`config.mk`:
```
export PLATFORM = sky130hd
export DESIGN_NAME = light_sequence_monitor
export DESIGN_NICKNAME = d
export VERILOG_FILES = /design/src/rtl/light_sequence_monitor.sv
export SDC_FILE = /design/constraint.sdc
export NUM_CORES = 1
export LEC_CHECK = 0
export BUFFER_PORTS_ARGS = -buffer_cell sky130_fd_sc_hd__buf_4
export CORE_MARGIN = 3
export CORE_UTILIZATION = 45
export CTS_BUF_LIST = sky130_fd_sc_hd__clkbuf_16
export DETAILED_ROUTE_END_ITERATION = 7
export PLACE_DENSITY_LB_ADDON = 0.12
export SLEW_MARGIN = 20
export SYNTH_ARGS = -nofsm -noshare
export SYNTH_HDL_FRONTEND = slang
export SYNTH_SLANG_ARGS = --single-unit
```
`constraint.sdc`:
```
create_clock -name clock -period 2.3 [get_ports clock]
set_clock_uncertainty 0.15 [all_clocks]
set_input_delay 0.345 -clock clock [delete_from_list [all_inputs] [get_ports clock]]
set_output_delay 0.345 -clock clock [all_outputs]
set_load 0.02 [all_outputs]
```
`src/rtl/light_sequence_monitor.sv`:
```
// Receive-side checker for the cyclic RED->GREEN->YELLOW traffic-light code bus.
// Decodes lamps, enforces order and dwell limits, counts cycles, latches a sticky error.
module light_sequence_monitor #(
  parameter int unsigned MAX_DWELL = 8,
  parameter int unsigned DWELL_W   = 4,
  parameter int unsigned CNT_W     = 8
) (
  input  logic               clock,
  input  logic               reset,
  input  logic [2:0]         light_code,
  input  logic               code_valid,
  input  logic               clear_err,
  output logic [2:0]         lamp,
  output logic               in_sync,
  output logic               seq_error,
  output logic [1:0]         err_code,
  output logic [DWELL_W-1:0] dwell,
  output logic [CNT_W-1:0]   cycle_cnt
);

  typedef enum logic [1:0] {StSync, StTrack, StError} state_e;

  localparam logic [2:0] CodeRed    = 3'b000;
  localparam logic [2:0] CodeGreen  = 3'b001;
  localparam logic [2:0] CodeYellow = 3'b010;

  localparam logic [2:0] LampRed    = 3'b100;

  localparam logic [1:0] ErrNone    = 2'b00;
  localparam logic [1:0] ErrInvalid = 2'b01;
  localparam logic [1:0] ErrIllegal = 2'b10;
  localparam logic [1:0] ErrTimeout = 2'b11;

  localparam logic [DWELL_W-1:0] MaxDwell = DWELL_W'(MAX_DWELL);

  function automatic logic [2:0] lamp_of(input logic [2:0] code);
    unique case (code)
      CodeGreen:  lamp_of = 3'b001;
      CodeYellow: lamp_of = 3'b010;
      default:    lamp_of = LampRed;
    endcase
  endfunction

  function automatic logic [2:0] next_of(input logic [2:0] code);
    unique case (code)
      CodeRed:    next_of = CodeGreen;
      CodeGreen:  next_of = CodeYellow;
      default:    next_of = CodeRed;
    endcase
  endfunction

  state_e             state_q, state_d;
  logic [2:0]         last_q, last_d;
  logic [2:0]         lamp_q, lamp_d;
  logic               in_sync_q, in_sync_d;
  logic               seq_error_q, seq_error_d;
  logic [1:0]         err_q, err_d;
  logic [DWELL_W-1:0] dwell_q, dwell_d;
  logic [CNT_W-1:0]   cnt_q, cnt_d;

  logic       go_err;
  logic [1:0] cause;
  logic       code_bad;

  assign code_bad = (light_code > CodeYellow);

  always_comb begin
    state_d = state_q;
    last_d  = last_q;
    lamp_d  = lamp_q;
    dwell_d = dwell_q;
    cnt_d   = cnt_q;
    err_d   = err_q;
    go_err  = 1'b0;
    cause   = ErrNone;

    if (clear_err) begin
      // Clear wins over any sample presented in the same cycle.
      state_d = StSync;
      last_d  = CodeRed;
      lamp_d  = LampRed;
      dwell_d = '0;
      err_d   = ErrNone;
    end else if (code_valid) begin
      unique case (state_q)
        StSync: begin
          if (light_code == CodeRed) begin
            state_d = StTrack;
            last_d  = CodeRed;
            dwell_d = DWELL_W'(1);
            lamp_d  = LampRed;
          end else if (code_bad) begin
            go_err = 1'b1;
            cause  = ErrInvalid;
          end else begin
            dwell_d = '0;
          end
        end
        StTrack: begin
          if (code_bad) begin
            go_err = 1'b1;
            cause  = ErrInvalid;
          end else if (light_code == last_q) begin
            if (dwell_q == MaxDwell) begin
              go_err = 1'b1;
              cause  = ErrTimeout;
            end else begin
              dwell_d = dwell_q + 1'b1;
            end
          end else if (light_code == next_of(last_q)) begin
            last_d  = light_code;
            dwell_d = DWELL_W'(1);
            lamp_d  = lamp_of(light_code);
            if (last_q == CodeYellow) cnt_d = cnt_q + 1'b1;
          end else begin
            go_err = 1'b1;
            cause  = ErrIllegal;
          end
        end
        default: ;
      endcase

      if (go_err) begin
        state_d = StError;
        err_d   = cause;
        dwell_d = '0;
        lamp_d  = LampRed;
      end
    end

    in_sync_d   = (state_d == StTrack);
    seq_error_d = (state_d == StError);
  end

  always_ff @(posedge clock or negedge reset) begin
    if (!reset) begin
      state_q     <= StSync;
      last_q      <= CodeRed;
      lamp_q      <= LampRed;
      in_sync_q   <= 1'b0;
      seq_error_q <= 1'b0;
      err_q       <= ErrNone;
      dwell_q     <= '0;
      cnt_q       <= '0;
    end else begin
      state_q     <= state_d;
      last_q      <= last_d;
      lamp_q      <= lamp_d;
      in_sync_q   <= in_sync_d;
      seq_error_q <= seq_error_d;
      err_q       <= err_d;
      dwell_q     <= dwell_d;
      cnt_q       <= cnt_d;
    end
  end

  assign lamp      = lamp_q;
  assign in_sync   = in_sync_q;
  assign seq_error = seq_error_q;
  assign err_code  = err_q;
  assign dwell     = dwell_q;
  assign cycle_cnt = cnt_q;

endmodule

```
==> impl_metrics.yaml <==
power:
  power_frac_comb: 0.107
  p_sw_mw: 0.2391
  internal-power_mw: 0.8171
  leakagePower_nw: 0.8126
  p_per_area_nw_per_um2: 580.5
  ir_drop_mv: 0.3198
  swShare: 0.2264
  share_seq_of_total_power: 0.413
  p_total_mw: 1.056
  clkPwrFrac: 0.480
floorplan:
  die_h_um: 62.74
  dieArea_um2: 3936
  core_area_um2: 2900
  ioPinCount: 26
  initial_core_util: 0.4996
  die_w_um: 62.74
  placementRows: 19
synth:
  ys.flop_type: "dfrtp_1"
  synth_area_um2: 1449
  synth_most_common_cell: "dfrtp_1"
  synth_cell_types: 49
  netlist.area_leader.share: 0.3972
  synth_area_leader_cell: "dfrtp_1"
  synth_warnings: 0
  syn_area_per_cell_um2: 9.229
  async_reset_ff_frac: 1.000
  ys_ff_latch: 24
  synthCells: 157
  yosys-top-cells-area: "dfrtp_1 (40%), xnor2_1 (4.8%), a21oi_1 (3.8%)"
  synth-edff-count: 0
  ys_seq_area_frac: 0.4154
  synth_fp_nets: 167
  synthTopCellsByCount: "dfrtp_1 (23), a21oi_1 (11), inv_1 (9), o21ai_0 (9)"
layout:
  nets: 196
  seq_area_um2: 603.1
  diodes: 0
  final.fill_count: 243
  multi_input_area_um2: 774.5
  areaGrowthSynthToFinish_pct: 25.56
  drive_gt1_frac: 0.2432
worst_hold_path:
  hold_class: "input port to flop"
  hp-start: "clear_err"
  holdPathEnd: "state_q[1]"
  whs_path_depth: 2
grt:
  grt_antenna_before_repair: 0
  grt_max_degree: 25
  grt_pass1_wl_um: 5878
  track_usage: 0.1845
  grt_pass1_vias: 1283
  overflow: 0
worst_setup_path:
  critPathKind: "flop to flop"
  required_ns: 2.31
  path_max_fanout: 9
  r2r-end: "err_code[0]"
  crit_path_end_kind: "flop"
  reg2reg_setup_slack_ns: 0.19
  arrival_ns: 2.13
  r2r_cells: 6
  timing.rr.start: "last_q[0]"
  cp-start-kind: "flop"
drt:
  post_drt_wl_per_cell_um: 14.97
  dr.pass1.iters: 4
  ant_nets: 0
  routed-via-count: 1330
  drcViolationCount: 0
  drt-initial-drc-count: 66
  postRouteWirelength_um: 3399
  drt-vias-per-instance: 5.859
sta:
  rsz0062_at_grt: "false"
  worst_pin_slew_ns: 0.7038
  totalNegativeSetupSlack_ns: 0
  fin_ws_ns: 0.1859
  finalCritPeriodShare: 0.9192
  finalHoldViolCount: 0
  max-slew-margin-rel: 0.5308
  drv_slew: 0
  fmax_mhz: 473.0
  min_period_ns: 2.114
  fin_hold_ws_ns: 0.1934
  setup_violations: 0
outcome:
  status: "complete, no violations"
cts:
  cts_buffers: 3
  clk_latency_ns: 0.26
  cts_max_level: 1
  cts_tree: "done"
  cts_setup_buffers: 0
  clock-root-buffer: "clkbuf_16"
  cts.sinks: 24
  cts_max_path_buffers: 2
  clk_pin_slew_ns: 0.07
placement:
  hpwl_um: 2397
  port_buffers: 25
  place_congestion: 0.8571
  dp_slack_ns: 0.08954
run:
  drv_cap: 0
## per-stage QoR
step | instance area (µm²) | utilization | cells
final | 1819 | 0.6273 | 227
after global routing | 1819 | 0.6273 | 227
after CTS | 1818 | 0.6268 | 227
after detailed placement | 1703 | 0.5871 | 222
after global placement | 1703 | 0.5871 | 222
after floorplan | 1449 | - | 157
## cell families after synthesis
logic type,after synthesis,share of synthesized area
compound gates,42,0.1969
xor+xnor,9,0.05441
fa+ha+maj,3,0.02591
buf+inv,18,0.05009
flops,24,0.4154
mux,1,0.007771
simple gates,60,0.2496
## routing by layer
layer  up-vias  routed length [µm]  part of all wire  GRT usage
met5         -                   0                 0          0
met4         0                  87             0.026    0.07989
met2        54                1628              0.48     0.3116
li1        639                   -                 -          -
met1       624                1515              0.45     0.2290
met3        13                 168             0.049    0.03417
## critical path, cell delays in order, from the launching register on
cell and delay, ns:
dfrtp_1 0.38, buf_4 0.17, and3b_1 0.18, o32ai_1 0.45, o31a_1 0.25, a21oi_1 0.15
a221oi_1 0.30
## cells in the final DEF (no fill, tap or decap), drive strengths merged, types with 3 or more instances in the layout
cell,instances
o21ai,9
o41ai,3
clkbuf,3
dfrtp,23
o211ai,3
buf,32
ha,3
nor2b,4
nand3b,3
a21oi,11
nand4,5
xnor2,8
nand3,4
and3,3
nand2,8
nor3,7
inv,9
nor2,8
nand2b,3
## flip-flops by register name, summed over array words and instances (netlist names)
signal,cells
state_q,2
cycle_cnt,8
last_q,3
err_code,2
in_sync,1
lamp,3
dwell,4
seq_error,1
## worst max path at each step
stage / startpoint / to / slack [ns] / cells after the start
2_1_floorplan: last_q[0] / cycle_cnt[1] / 0.18 / 5
3_3_place_gp: light_code[0] / cycle_cnt[4] / 0.12 / 7
3_5_place_dp: light_code[0] / cycle_cnt[3] / 0.09 / 7
4_1_cts: last_q[1] / err_code[0] / 0.18 / 5
5_1_grt: last_q[0] / err_code[0] / 0.04 / 6
6_report: last_q[0] / err_code[0] / 0.19 / 6
## cell type report
cell class,instances,area share
Multi-Input combinational cell,115,0.4257
Sequential cell,24,0.3315
Timing Repair Buffer,33,0.1376
Clock buffer,3,0.04127
Tap cell,42,0.02889
Inverter,9,0.01857
Clock inverter,1,0.01651
## timing repair
action | CTS | global route
hold buffers | 1 | 0
gates resized for setup | 0 | 1
setup endpoints to repair | 0 | 2
hold endpoints to repair | 23 | 0
## power by group through the flow
stage          Clock [mW]  Sequential [mW]  Combinational, mW
6_report            0.506            0.436              0.113
5_1_grt             0.525            0.438              0.126
4_1_cts             0.507            0.436              0.113
3_5_place_dp            0            0.444              0.110
3_3_place_gp            0            0.444              0.109
2_1_floorplan           0            0.445             0.0666
Power figures use the tool's default switching activity.
